$ cat src/rtl/grid_io_param.sv
// IO grid tile: NUM_IO pad channels configured through a serial chain with a
// separate committed configuration, optional output register and input synchronizer.
module grid_io_param #(
  parameter int NUM_IO      = 8,
  parameter int SYNC_STAGES = 2
) (
  input  logic              clk,
  input  logic              reset_n,
  input  logic              cfg_head,
  input  logic              cfg_shift_en,
  input  logic              cfg_commit,
  output logic              cfg_tail,
  input  logic [NUM_IO-1:0] outpad,
  output logic [NUM_IO-1:0] inpad,
  input  logic [NUM_IO-1:0] gfpga_pad_in,
  output logic [NUM_IO-1:0] gfpga_pad_out,
  output logic [NUM_IO-1:0] gfpga_pad_oe
);

  localparam int CW = 3 * NUM_IO;

  logic [CW-1:0]                      chain_q, chain_d;
  logic [CW-1:0]                      active_q, active_d;
  logic [NUM_IO-1:0]                  oreg_q, oreg_d;
  logic [SYNC_STAGES-1:0][NUM_IO-1:0] sync_q, sync_d;

  // Commit samples chain_q, so a simultaneous shift still commits the pre-shift value.
  always_comb begin
    chain_d  = chain_q;
    active_d = active_q;
    if (cfg_shift_en) chain_d = {chain_q[CW-2:0], cfg_head};
    if (cfg_commit) active_d = chain_q;
    oreg_d = outpad;
    sync_d = {sync_q[SYNC_STAGES-2:0], gfpga_pad_in};
  end

  always_ff @(posedge clk or negedge reset_n) begin
    if (!reset_n) begin
      chain_q  <= '0;
      active_q <= '0;
      oreg_q   <= '0;
      sync_q   <= '0;
    end else begin
      chain_q  <= chain_d;
      active_q <= active_d;
      oreg_q   <= oreg_d;
      sync_q   <= sync_d;
    end
  end

  assign cfg_tail = chain_q[CW-1];

  // Output register and synchronizer run in every mode; the mode only selects.
  for (genvar i = 0; i < NUM_IO; i++) begin : g_ch
    logic dir;
    logic oreg_en;
    logic ireg_en;

    assign dir     = active_q[3*i];
    assign oreg_en = active_q[3*i+1];
    assign ireg_en = active_q[3*i+2];

    assign gfpga_pad_oe[i]  = dir;
    assign gfpga_pad_out[i] = dir ? (oreg_en ? oreg_q[i] : outpad[i]) : 1'b0;
    assign inpad[i]         = dir ? 1'b0
                                  : (ireg_en ? sync_q[SYNC_STAGES-1][i] : gfpga_pad_in[i]);
  end

endmodule

$ cat config.mk
export PLATFORM = sky130hd
export DESIGN_NAME = grid_io_param
export DESIGN_NICKNAME = d
export VERILOG_FILES = /design/src/rtl/grid_io_param.sv
export SDC_FILE = /design/constraint.sdc
export NUM_CORES = 1
export LEC_CHECK = 0
export CAP_MARGIN = 20
export CORE_MARGIN = 2
export CORE_UTILIZATION = 57
export DETAILED_ROUTE_END_ITERATION = 7
export HOLD_SLACK_MARGIN = 0.12
export PLACE_DENSITY = 0.84
export SYNTH_ARGS = -nofsm -noshare
export SYNTH_HDL_FRONTEND = slang
export SYNTH_SLANG_ARGS = --single-unit
$ cat constraint.sdc
create_clock -name clk -period 1.27 [get_ports clk]
set_input_delay 0.127 -clock clk [delete_from_list [all_inputs] [get_ports clk]]
set_output_delay 0.127 -clock clk [all_outputs]
set_load 0.01 [all_outputs]
==> flow_metrics.env, run 1 <==
export IMPL_critical_path_class="reg -> out"
export IMPL_cts_tree="yes"
export IMPL_synth_seq_cells=72
export IMPL_antenna_found_initial=0
export IMPL_p_per_area_nw_per_um2=2160
export IMPL_switching_share_pct=27.0
export IMPL_ir_worst_vdd_v=0.00112
export IMPL_p_sw_uw=2070
export IMPL_drive_above_1_share_pct=42.1
export IMPL_fin_nets=249
export IMPL_worstSetupStartpointType="register"
export IMPL_hold_viol_final=0
export IMPL_dpl_hpwl_um=3040
export IMPL_gp_congestion=0.691
export IMPL_clkLatencyLatePin_ps=340
export IMPL_synth_cell_type_count=9
export IMPL_die_x_um=75.3
export IMPL_reg2reg_slack_ps=130
export IMPL_rows=25
export IMPL_worstPathMaxFanout=2
export IMPL_top_level_ports=46
export IMPL_fmax_mhz=770
export IMPL_p_leak_uw=0.00176
export IMPL_cts_buffers=9
export IMPL_clkPwrFrac_pct=23.2
export IMPL_yosys_area_top_type="dfrtp_1"
export IMPL_hp_class="in -> async"
export IMPL_wl_per_cell_um=15.8
export IMPL_ant_nets=0
export IMPL_worstMarginPinSlew_ps=315
export IMPL_place_ws_ps=-252
export IMPL_die_h_um=75.3
export IMPL_syn_instance_count=166
export IMPL_rr_startpoint="active_q[14]"
export IMPL_cts_sinks=72
export IMPL_viasPerCell=4.96
export IMPL_status="finished with violations"
export IMPL_grt_util_all_layers_pct=19.3
export IMPL_multi_input_area_sq_um=931
export IMPL_drcViolationCount=0
export IMPL_tns_ps=-35.0
export IMPL_drtIter0Drc=78
export IMPL_wl_um=4750
export IMPL_max_cap_violations=0
export IMPL_violations="setup timing"
export IMPL_power_frac_seq_pct=46.3
export IMPL_syn2layout_area_growth_pct=22.9
export IMPL_ff_latch_area_sq_um=1800
export IMPL_synth_area_leaders="dfrtp_1 62%, mux2_4 21%, mux2i_1 5.5%"
export IMPL_grt_start_max_net_pins=63
export IMPL_r2r_cells=4
export IMPL_root_buffer="clkbuf_8"
export IMPL_post_route_period_util_pct=102
export IMPL_portBuffers=45
export IMPL_rsz0062_at_grt="true"
export IMPL_worstPathArrival_ps=1170
export IMPL_ys_seq_area_share_pct=62.2
export IMPL_required_ps=1140
export IMPL_overflow=0
export IMPL_vias=1488
export IMPL_clkTransAtPathRegs_ps=70
export IMPL_final_common_cell="dfrtp_1"
export IMPL_slew_violations=0
export IMPL_clock_skew_ps=9.68
export IMPL_clk_path_buf_depth=2
export IMPL_r2r_end="active_q[14]"
export IMPL_drt_pass1_iter_count=4
export IMPL_critPathCaptureType="output pin"
export IMPL_avgSynthCellArea_sq_um=17.4
export IMPL_grt_pass1_vias=1573
export IMPL_htreeDepth=3
export IMPL_power_frac_comb_pct=30.4
export IMPL_die_area_sq_um=5670
export IMPL_layout_min_cycle_time_ps=1300
export IMPL_fp_coreArea_sq_um=4820
export IMPL_diodes=0
export IMPL_grt_first_pass_wirelength_um=7680
export IMPL_p_int_uw=5600
export IMPL_fill_cells=326
export IMPL_netlist_area_leader_share_pct=62.2
export IMPL_start_util_pct=60.1
export IMPL_setup_ws_ps=-28.7
export IMPL_layout_common_cells="72 x dfrtp_1, 40 x mux2_4, 19 x clkdlybuf4s50_1"
export IMPL_synthesis_nets=187
export IMPL_setup_viol=2
export IMPL_yosys_warnings=0
export IMPL_slew_limit_headroom_pct=79.0
export IMPL_synth_area_sq_um=2900
cells in the mapped netlist, drive strengths merged:
master / instances
mux2i: 16
mux2: 48
buf: 14
nor2: 8
dfrtp: 72
nor2b: 8
worst max-delay path, stage by stage (launching register included):
cell     delay (ps)
dfrtp_1         390
mux2i_1         130
nor2b_1         150
buf_2           170
worst max path at each step:
stage                 start          endpoint  slack, ps
2_1_floorplan   active_q[4]  gfpga_pad_out[1]        480
3_3_place_gp      outpad[4]  gfpga_pad_out[4]       -230
3_5_place_dp      outpad[6]  gfpga_pad_out[6]       -250
4_1_cts        active_q[19]  gfpga_pad_out[6]        -20
5_1_grt        active_q[19]  gfpga_pad_out[6]        -80
6_report       active_q[16]  gfpga_pad_out[5]        -30
metal layers:
layer  global-route usage, %  wire length, um
met3                    9.10              255
met2                    30.8             2440
met4                    7.02               52
met5                       0                0
met1                    23.1             2000
cell families after synthesis:
group / Yosys count / share of synthesized area [%]
simple gates: 16 / 2.77
mux: 64 / 29.4
buf+inv: 14 / 5.62
flops: 72 / 62.2
layout make-up:
cell class / count / area share (%)
multi-input combinational: 80 / 26.2
tap: 67 / 2.36
clock inverter: 3 / 1.12
timing repair buffer: 65 / 15.3
clock buffer: 13 / 4.46
sequential: 72 / 50.6
state kept, by name, summed over array words and instances, names as in the netlist:
signal / cells
sync_d: 8
chain_q: 24
sync_q: 8
active_q: 24
oreg_q: 8
power groups by stage:
stage                     clock (uW)  sequential (uW)  combinational, uW
after floorplan                    0             3430               1570
after global placement             0             3560               2190
after detailed placement           0             3620               2270
after CTS                       1820             3570               2210
after global routing            1960             3670               2500
final                           1780             3560               2340
per-stage QoR:
| stage | hold WS [ps] | total power, uW | cell area (sq um) | instances | util (%) |
|---|---|---|---|---|---|
| 5_1_grt | 199 | 8120 | 3560 | 300 | 73.9 |
| 3_3_place_gp | 8.54 | 5760 | 3340 | 269 | 69.3 |
| 3_5_place_dp | 15.1 | 5890 | 3340 | 269 | 69.3 |
| 2_1_floorplan | -169 | 5000 | 2900 | 166 | - |
| 6_report | 186 | 7680 | 3560 | 300 | 73.9 |
| 4_1_cts | 182 | 7600 | 3510 | 294 | 73.0 |
timing repair:
item,in CTS,in global routing
setup buffers,8,6
endpoints found under the hold margin,72,0
resized for setup,73,0
pin swaps,0,1
endpoints found under the setup margin,25,14
hold buffers,1,0
Note: power is estimated with default switching activity, not from simulation.
==> inputs of run 2 (changes only) <==
--- a/config.mk
+++ b/config.mk
@@ -11,6 +11,7 @@
 export DETAILED_ROUTE_END_ITERATION = 7
 export HOLD_SLACK_MARGIN = 0.12
 export PLACE_DENSITY = 0.84
+export SETUP_SLACK_MARGIN = 0.05
 export SYNTH_ARGS = -nofsm -noshare
 export SYNTH_HDL_FRONTEND = slang
 export SYNTH_SLANG_ARGS = --single-unit
==> flow_metrics.env, run 2 (synthesis results as in run 1) <==
export IMPL_top_level_ports=46
export IMPL_slowest_delay_ps=390
export IMPL_ant_nets=0
export IMPL_clkLatencyLatePin_ps=340
export IMPL_wl_per_cell_um=15.7
export IMPL_antenna_found_initial=0
export IMPL_cp_cell_sequence="mux2i_1, nor2b_1, buf_2"
export IMPL_critPathCaptureType="output pin"
export IMPL_drive_above_1_share_pct=42.8
export IMPL_hold_viol_final=0
export IMPL_place_ws_ps=-252
export IMPL_root_buffer="clkbuf_8"
export IMPL_drcViolationCount=0
export IMPL_viasPerCell=4.90
export IMPL_worstMarginPinSlew_ps=315
export IMPL_final_common_cell="dfrtp_1"
export IMPL_die_x_um=75.3
export IMPL_slew_violations=0
export IMPL_drtIter0Drc=85
export IMPL_crit_buf_inv=1
export IMPL_drt_pass1_iter_count=4
export IMPL_fin_nets=252
export IMPL_die_h_um=75.3
export IMPL_ff_latch_area_sq_um=1800
export IMPL_portBuffers=45
export IMPL_htreeDepth=3
export IMPL_cts_tree="yes"
export IMPL_cts_sinks=72
export IMPL_grt_first_pass_wirelength_um=7680
export IMPL_critPathTopFamily="flip-flops"
export IMPL_clock_skew_ps=10.3
export IMPL_grt_start_max_net_pins=63
export IMPL_diodes=0
export IMPL_violations="setup timing"
export IMPL_cts_buffers=9
export IMPL_fin_cells=303
export IMPL_die_area_sq_um=5670
export IMPL_fp_coreArea_sq_um=4820
export IMPL_fill_cells=323
export IMPL_clk_path_buf_depth=2
export IMPL_grt_pass1_vias=1573
export IMPL_setup_ws_ps=-25.4
export IMPL_p_leak_uw=0.00177
export IMPL_top_regs="active_q (24), chain_q (24)"
export IMPL_hp_class="in -> async"
export IMPL_start_util_pct=60.1
export IMPL_layout_min_cycle_time_ps=1300
export IMPL_clkTransAtPathRegs_ps=70
export IMPL_rsz0062_at_grt="true"
export IMPL_wl_um=4760
export IMPL_overflow=0
export IMPL_worst_path_max_delay_cell="dfrtp_1"
export IMPL_required_ps=1140
export IMPL_worstPathMaxFanout=2
export IMPL_gp_congestion=0.691
export IMPL_max_cap_violations=0
export IMPL_syn2layout_area_growth_pct=23.9
export IMPL_critical_path_class="reg -> out"
export IMPL_rows=25
export IMPL_worstSetupStartpointType="register"
export IMPL_status="finished with violations"
export IMPL_worstPathArrival_ps=1170
export IMPL_dpl_hpwl_um=3040
export IMPL_grt_util_all_layers_pct=19.3
export IMPL_multi_input_area_sq_um=931
export IMPL_ir_worst_vdd_v=0.00113
export IMPL_dp_cells=269
export IMPL_p_per_area_nw_per_um2=2160
export IMPL_setup_viol=2
export IMPL_post_route_period_util_pct=102
export IMPL_slew_limit_headroom_pct=79.0
export IMPL_layout_common_cells="72 x dfrtp_1, 40 x mux2_4, 19 x clkdlybuf4s50_1, 19 x buf_4, 17 x buf_2"
export IMPL_fmax_mhz=772
export IMPL_vias=1484
## run 2: worst reg2reg max path: cells and delay by family, from the launching register on
kind / cells / cell delay [ps]
flip-flops: 1 / 390
buffers and inverters: 3 / 380
multiplexers: 1 / 260
## run 2: area by class of cell
type | instances | share of cell area, %
clock buffer | 13 | 4.43
clock inverter | 3 | 1.12
tap | 67 | 2.34
multi-input combinational | 80 | 26.0
sequential | 72 | 50.2
timing repair buffer | 68 | 15.9
## run 2: path summary, 6_finish.rpt
path | startpoint | end | slack [ps] | cells past startpoint
worst max-delay path | active_q[16] | gfpga_pad_out[5] | -30 | 3
max in group asynchronous | reset_n | sync_d[13] | 500 | 3
worst max register to register | active_q[14] | active_q[14] | 130 | 4
min in group clk | outpad[1] | oreg_q[1] | 250 | 1
worst min-delay path | reset_n | sync_q[9] | 190 | 2
worst min register to register | sync_d[12] | sync_q[12] | 350 | 0
## run 2: per-stage QoR
step                      hold slack [ps]  setup TNS (ps)  util, %  instance area [sq um]  total power, uW
after floorplan                      -169               0        -                   2900             5000
after global placement               8.54           -3760     69.3                   3340             5760
after detailed placement             15.1           -4800     69.3                   3340             5890
after CTS                             182           -56.7     73.0                   3510             7600
after global routing                  199            -548     74.4                   3590             8200
final                                 185           -29.7     74.4                   3590             7750
## run 2: per-layer routing
metal  up-vias  wire length, um  track usage, %
met3         4              249            9.10
met4         0               52            7.02
met5         -                0               0
met1       750             2020            23.1
met2        38             2440            30.8
li1        692                -               -
## run 2: what timing repair did
item	4_1_cts	5_1_grt
gates resized for setup	73	3
hold endpoints to repair	72	0
pin swaps	0	1
endpoints found under the setup margin	25	22
setup buffers	8	9
hold buffers	1	0
## run 2: power by group
part	internal (uW)	total (uW)	switching, uW
logic	1670	2410	748
clock network	1010	1780	773
registers	2990	3550	563
